### config.mk
export PLATFORM = sky130hd
export DESIGN_NAME = serial_deserializer
export DESIGN_NICKNAME = d
export VERILOG_FILES = /design/src/rtl/serial_pkg.sv /design/src/rtl/serial_deserializer.sv
export SDC_FILE = /design/constraint.sdc
export NUM_CORES = 1
export LEC_CHECK = 0
export ABC_AREA = 1
export BUFFER_PORTS_ARGS = -buffer_cell sky130_fd_sc_hd__buf_4
export CAP_MARGIN = 0
export CORE_MARGIN = 2
export CORE_UTILIZATION = 50
export DETAILED_ROUTE_END_ITERATION = 10
export GPL_TIMING_DRIVEN = 0
export PLACE_DENSITY = 0.72
export SYNTH_ARGS = -nofsm -noshare
export SYNTH_HDL_FRONTEND = slang
export SYNTH_SLANG_ARGS = --single-unit
### constraint.sdc
create_clock -name clk -period 3.3 [get_ports clk]
set_input_delay 0.33 -clock clk [delete_from_list [all_inputs] [get_ports clk]]
set_output_delay 0.33 -clock clk [all_outputs]
set_load 0.02 [all_outputs]
### src/rtl/serial_pkg.sv
// rtl/serial_pkg.sv - shared serial link definitions for transmitter and receiver sides
//
// Purpose: FSM state encoding for the deserializer and the bit-order constants
//          that both ends of the serial link agree on.

package serial_pkg;

    typedef enum logic {
        ST_IDLE  = 1'b0,
        ST_SHIFT = 1'b1
    } state_t;

    localparam logic ORDER_MSB_FIRST = 1'b1;
    localparam logic ORDER_LSB_FIRST = 1'b0;

endpackage

### src/rtl/serial_deserializer.sv
// rtl/serial_deserializer.sv - framed serial-to-parallel receiver with one-word output buffer
//
// Purpose: collects WIDTH framed serial bits (one per si_valid) into a word and
//          presents it on a valid/ready port. Words completed while the buffer is
//          full and not being drained are dropped and flagged in sticky overflow.
// Ports:
//   clk, rst              clock, synchronous active-high reset
//   si, si_valid, start   serial bit, sample strobe, first-bit-of-frame marker
//   msb_first             bit order, latched at each frame start
//   dout, dout_valid      assembled word and its valid flag
//   dout_ready            consumer accepts the held word
//   busy                  frame in progress
//   frame_err             one-cycle pulse when a frame is aborted by a new start
//   overflow, clear_ovf   sticky dropped-word flag and its clear

module serial_deserializer
    import serial_pkg::*;
#(
    parameter int WIDTH = 8
) (
    input  logic             clk,
    input  logic             rst,
    input  logic             si,
    input  logic             si_valid,
    input  logic             start,
    input  logic             msb_first,
    output logic [WIDTH-1:0] dout,
    output logic             dout_valid,
    input  logic             dout_ready,
    output logic             busy,
    output logic             frame_err,
    output logic             overflow,
    input  logic             clear_ovf
);

    localparam int             CW       = $clog2(WIDTH + 1);
    localparam logic [CW-1:0]  LAST_IDX = CW'(WIDTH - 1);

    state_t           r_state;
    state_t           w_state_next;
    logic [CW-1:0]    r_count;
    logic [CW-1:0]    w_count_next;
    logic [WIDTH-1:0] r_sr;
    logic [WIDTH-1:0] w_sr_next;
    logic             r_msb;
    logic [WIDTH-1:0] r_dout;
    logic             r_dout_valid;
    logic             r_frame_err;
    logic             r_overflow;

    logic             w_start_ev;
    logic             w_order;
    logic [WIDTH-1:0] w_base;
    logic [WIDTH-1:0] w_shifted;
    logic             w_complete;
    logic             w_abort;
    logic             w_can_load;

    // A start bit begins from an empty register with the newly presented bit
    // order, whether it opens a frame from IDLE or aborts one in progress.
    assign w_start_ev = si_valid && start;
    assign w_order    = w_start_ev ? msb_first : r_msb;
    assign w_base     = w_start_ev ? '0 : r_sr;
    assign w_shifted  = (w_order == ORDER_MSB_FIRST) ? {w_base[WIDTH-2:0], si}
                                                     : {si, w_base[WIDTH-1:1]};

    // The held word may be replaced when empty or when it is being drained on
    // this same edge, giving back-to-back words without a bubble.
    assign w_can_load = !r_dout_valid || dout_ready;

    always_ff @(posedge clk) begin
        if (rst) begin
            r_state <= ST_IDLE;
        end else begin
            r_state <= w_state_next;
        end
    end

    always_comb begin
        w_state_next = r_state;
        w_count_next = r_count;
        w_sr_next    = r_sr;
        w_complete   = 1'b0;
        w_abort      = 1'b0;
        case (r_state)
            ST_IDLE: begin
                if (w_start_ev) begin
                    w_state_next = ST_SHIFT;
                    w_count_next = CW'(1);
                    w_sr_next    = w_shifted;
                end
            end
            ST_SHIFT: begin
                if (w_start_ev) begin
                    // Includes a start on what would have been the last bit.
                    w_abort      = 1'b1;
                    w_count_next = CW'(1);
                    w_sr_next    = w_shifted;
                end else if (si_valid) begin
                    w_sr_next = w_shifted;
                    if (r_count == LAST_IDX) begin
                        w_complete   = 1'b1;
                        w_state_next = ST_IDLE;
                        w_count_next = '0;
                    end else begin
                        w_count_next = r_count + CW'(1);
                    end
                end
            end
            default: begin
                w_state_next = ST_IDLE;
                w_count_next = '0;
            end
        endcase
    end

    always_ff @(posedge clk) begin
        if (rst) begin
            r_count      <= '0;
            r_sr         <= '0;
            r_msb        <= ORDER_MSB_FIRST;
            r_dout       <= '0;
            r_dout_valid <= 1'b0;
            r_frame_err  <= 1'b0;
            r_overflow   <= 1'b0;
        end else begin
            r_count     <= w_count_next;
            r_sr        <= w_sr_next;
            r_frame_err <= w_abort;
            if (w_start_ev) begin
                r_msb <= msb_first;
            end

            if (w_complete && w_can_load) begin
                r_dout       <= w_shifted;
                r_dout_valid <= 1'b1;
            end else if (r_dout_valid && dout_ready) begin
                r_dout_valid <= 1'b0;
            end

            // Set has priority over clear.
            if (w_complete && !w_can_load) begin
                r_overflow <= 1'b1;
            end else if (clear_ovf) begin
                r_overflow <= 1'b0;
            end
        end
    end

    assign dout       = r_dout;
    assign dout_valid = r_dout_valid;
    assign busy       = (r_state == ST_SHIFT);
    assign frame_err  = r_frame_err;
    assign overflow   = r_overflow;

endmodule

# Word level (Yosys, flattened, before mapping)
# Index checks and enable logic that the tools add are counted.
[op_classes]
n_mux = 25
n_eq_ne = 3
bitwise_logic = 1
n_reduce_logical = 11
add_sub_neg = 1
[op_table]
columns = ["operator", "n"]
rows = [
  ["8-bit two-way mux", 5],
  ["4-bit two-way mux", 4],
  ["8-bit case mux with 2 select lines", 1],
  ["1-bit two-way mux", 13],
  ["4-bit case mux with 2 select lines", 1],
  ["4-bit by 1-bit adder with 4-bit output (second input constant)", 1],
  ["4-bit by 3-bit equality test with 1-bit output (second input constant)", 1],
  ["1-bit logical AND", 4],
  ["2-bit nonzero test", 2],
  ["3-bit by 2-bit != test with 1-bit output (second input constant)", 1],
  ["1-bit zero test", 2],
  ["2-bit != test (second input constant)", 1],
  ["1-bit case mux with 2 select lines", 1],
  ["2-bit AND reduction", 1],
  ["2-bit OR reduction", 1],
  ["1-bit logical OR", 1],
  ["1-bit inverter", 1],
]
[word_totals]
register_bits = 25
input_bits = 8
output_inout_bits = 12

# Longest topological paths before layout
[depth]
word_depth = 7
depth_mapped = 8

# Least setup slack after synthesis
# No wires, ideal clock.
[synth_timing]
kind = "reg-to-reg"
startpoint = "register r_count[0]"
endpoint = "register r_dout[7] (netlist: dout[7])"
setup_slack_ns = 2.016
stages_incl_launch_ff = 8
arrival_ns = 1.171
path_buffers = 1
setup_ns = 0.113
cell_sequence = "dfxtp_1 > ha_1 > nand2_2 > nor2_4 > nand3_4 > buf_6 > nor2_1 > nor2_1"
[synth_between]
elab_chain_len = 6
[synth_lines]
columns = ["element", "line", "rtl"]
rows = [
  ["from (decl)", "serial_deserializer.sv:41", "logic [CW-1:0] r_count;"],
  ["from (signal assigned)", "serial_deserializer.sv:127", "r_count <= w_count_next;"],
  ["4-bit by 3-bit equality test with 1-bit output", "serial_deserializer.sv:101", "if (r_count == LAST_IDX) begin"],
  ["1-bit two-way mux", "serial_deserializer.sv:101", ""],
  ["1-bit two-way mux", "serial_deserializer.sv:99", "end else if (si_valid) begin"],
  ["1-bit two-way mux", "serial_deserializer.sv:94", "if (w_start_ev) begin"],
  ["1-bit two-way mux", "serial_deserializer.sv:85", "case (r_state)"],
  ["1-bit logical AND", "serial_deserializer.sv:134", "if (w_complete && w_can_load) begin"],
  ["to (signal assigned)", "serial_deserializer.sv:135", "r_dout <= w_shifted;"],
  ["to (decl)", "serial_deserializer.sv:46", "logic [WIDTH-1:0] r_dout;"],
]
# Every way passes these cells.
# A chain may end at the register's enable or synchronous reset.

# Worst setup path in the final report
# Same ends and word-level chain as after synthesis.

==> impl_metrics.py <==
metrics = {
    "setup_path": {
        "reg2reg_depth": 7,
        "ff2ff_setup_slack_ns": 1.81,
        "cp.depth": 7,
        "cp_top_family": "simple AND/OR/NAND/NOR gates",
        "arrival_ns": 1.71,
        "critPathMaxFanout": 10,
        "cp-start-kind": "register",
        "cp_slowest_cell": "dfxtp_1",
        "cp_common_cell": "nor2_1",
        "crit_chain": "ha_1, nand2_2, nor2_4, nand3_4, buf_6, nor2_1, nor2_1",
        "critPathMaxStageDelay_ns": 0.43,
        "crit_buf_inv": 1,
        "crit_required_ns": 3.52,
        "endpoint_kind": "register",
        "timing_worst_setup_path_type": "register to register",
    },
    "global_route": {
        "grt.overflow.total": 0,
        "grt_use_total_pct": 19.7,
        "grt_pass1_vias": 923,
        "grt_max_degree": 15,
        "grt_antenna_before_repair": 0,
        "grt_pass1_wl_mm": 3.98,
    },
    "drt": {
        "firstDrtPassIters": 4,
        "via_per_inst": 4.82,
        "drt-initial-drc-count": 46,
        "detail_route.wl_per_cell_um": 10.5,
        "drc": 0,
        "via_count": 1071,
        "wl_mm": 2.34,
        "ant_nets": 0,
    },
    "power_and_ir_drop": {
        "seq_power_share_pct": 61.6,
        "switchingPower_uw": 136,
        "peakVddDrop_mv": 0.265,
        "power_leakage_uw": 0.000699,
        "combPwrFrac_pct": 12.1,
        "p_clk_share_pct": 26.2,
        "switching_share_pct": 26.5,
        "p_int_uw": 379,
        "p_per_area_nw_per_um2": 374,
        "power_uw": 515,
    },
    "cts": {
        "postCtsHoldBufs": 0,
        "cts_buffers": 3,
        "clk_latency_ns": 0.32,
        "cts_sinks": 25,
        "clkSlewWorstSetupHoldPaths_ns": 0.13,
        "cts_tree": "done",
        "cts.htree.levels": 1,
        "cts_root_buf": "clkbuf_4",
        "postCtsSetupBuffers": 0,
        "ctsResizeCount": 0,
        "clock_path_buffers": 2,
    },
    "layout": {
        "nNetsFinal": 204,
        "synthToLayoutAreaGrowth_pct": 17.5,
        "final_util_pct": 62.3,
        "fillCellCount": 221,
        "final_cell_area_um2": 1380,
        "regArea_um2": 500,
        "drive_gt1_share_pct": 19.6,
        "n_antenna_cell": 0,
        "multiInputGateArea_um2": 562,
    },
    "logic_synthesis": {
        "yosysSeqAreaShare_pct": 42.7,
        "yosysWarnings": 0,
        "syn_area_um2": 1170,
        "syn_area_per_cell_um2": 6.86,
        "syn_inst": 171,
        "syn_nets": 180,
        "ys_seq_elements": 25,
        "ys_types": 22,
    },
    "sta": {
        "finalSetupTns_ns": 0,
        "relSlewSlack_pct": 69.2,
        "max_clock_freq_ghz": 0.670,
        "setup_violations": 0,
        "fin_hold_ws_ns": 0.255,
        "min_period_ns": 1.49,
        "clock_skew_ns": 0.0108,
        "rsz0062_at_grt": "no",
        "hold_viol": 0,
        "worst_pin_slew_ns": 0.462,
        "fin_crit_sh_pct": 45.2,
        "maxSlewViolCount": 0,
    },
    "run": {
        "maxCapViolCount": 0,
    },
    "place": {
        "io_buffers": 19,
        "gp_congestion": 0.804,
        "postPlaceCellArea_um2": 1350,
        "place_hpwl_mm": 1.76,
    },
    "floorplan": {
        "die_w_um": 52.4,
        "dieArea_um2": 2750,
        "initial_core_util_pct": 53.0,
        "dieHeight_um": 52.4,
        "core_area_um2": 2210,
        "io_pins": 20,
        "rows": 17,
    },
    "worst_hold_path": {
        "hold_depth": 4,
        "hold_path.class": "input port to register",
    },
    "outcome": {
        "status": "complete, no violations",
    },
}
-- power by group through the flow --
stage / combinational (uW) / clock (uW) / sequential (uW)
2_1_floorplan: 40.9 / 0 / 323
3_3_place_gp: 61.2 / 0 / 324
3_5_place_dp: 61.9 / 0 / 324
4_1_cts: 62.7 / 140 / 318
5_1_grt: 71.2 / 149 / 319
6_report: 62.5 / 135 / 318
-- worst reg2reg max path: stages (launching register included) --
cell	delay (ns)
dfxtp_1	0.43
ha_1	0.24
nand2_2	0.08
nor2_4	0.17
nand3_4	0.14
buf_6	0.18
nor2_1	0.11
nor2_1	0.05
-- final timing paths --
path	start	to
worst max-delay path	r_count[0]$_SDFFE_PP0P_	dout[7]$_SDFFE_PP0P_
worst min-delay path	clear_ovf	overflow$_SDFFE_PP0P_
worst max register to register	r_count[0]$_SDFFE_PP0P_	dout[7]$_SDFFE_PP0P_
worst min register to register	overflow$_SDFFE_PP0P_	overflow$_SDFFE_PP0P_
-- layout by cell type, fill, tap and decap left out --
master / count
clkbuf_4: 3
a21oi_1: 10
o21ai_1: 2
nand2_4: 1
buf_2: 1
nor2_1: 33
nand4_1: 2
nor2_4: 2
inv_1: 19
a31oi_1: 1
a21o_1: 1
clkinv_2: 1
o21ai_0: 8
buf_4: 21
nand2_1: 44
clkbuf_1: 1
nor2_2: 2
ha_1: 1
buf_6: 1
dfxtp_1: 25
nand3_1: 9
nand3_4: 1
nand2_2: 4
inv_2: 1
-- cells in the mapped netlist (all sizes together) --
cell type	number	area share, %
inv	20	6.4
ha	1	1.1
nand4	2	1.1
nand3	10	5.3
dfxtp	25	43
a21oi	10	4.3
a31oi	1	0.53
o21ai	10	4.3
buf	4	2.7
a21o	1	0.64
nand2	49	17
clkbuf	1	0.32
nor2	37	14
-- metal layers --
layer  vias to the layer above  GRT usage (%)  wire length [um]
met5                         -              0                 0
met4                         0           7.69                25
met3                         4           2.57                91
met2                        20           31.0              1070
met1                       471           27.2              1160
li1                        576              -                 -
-- cell families (layout without fill, tap and decap cells) --
logic type	after synthesis	after routing	synth area share, %
simple gates	98	98	37.1
flops	25	25	42.7
buf+inv	25	48	9.39
compound gates	22	22	9.71
fa+ha+maj	1	1	1.07
-- registers in the layout (all words and copies together) (netlist names) --
name,flops
dout,8
r_sr,8
r_count,4
busy,1
dout_valid,1
frame_err,1
overflow,1
r_msb,1
-- stage by stage --
step,std cells,setup slack [ns]
after global placement,218,1.88
after floorplan,171,2.02
after detailed placement,218,1.85
after CTS,222,1.82
after global routing,222,1.66
final,222,1.81
-- area by class of cell --
cell class / instances / share of cell area, %
Inverter: 20 / 5.45
Clock buffer: 3 / 1.63
Buffer: 5 / 2.54
Sequential cell: 25 / 36.3
Multi-Input combinational cell: 121 / 40.8
Clock inverter: 1 / 0.363
Tap cell: 28 / 2.54
Timing Repair Buffer: 19 / 10.4
Power figures use the tool's default switching activity.
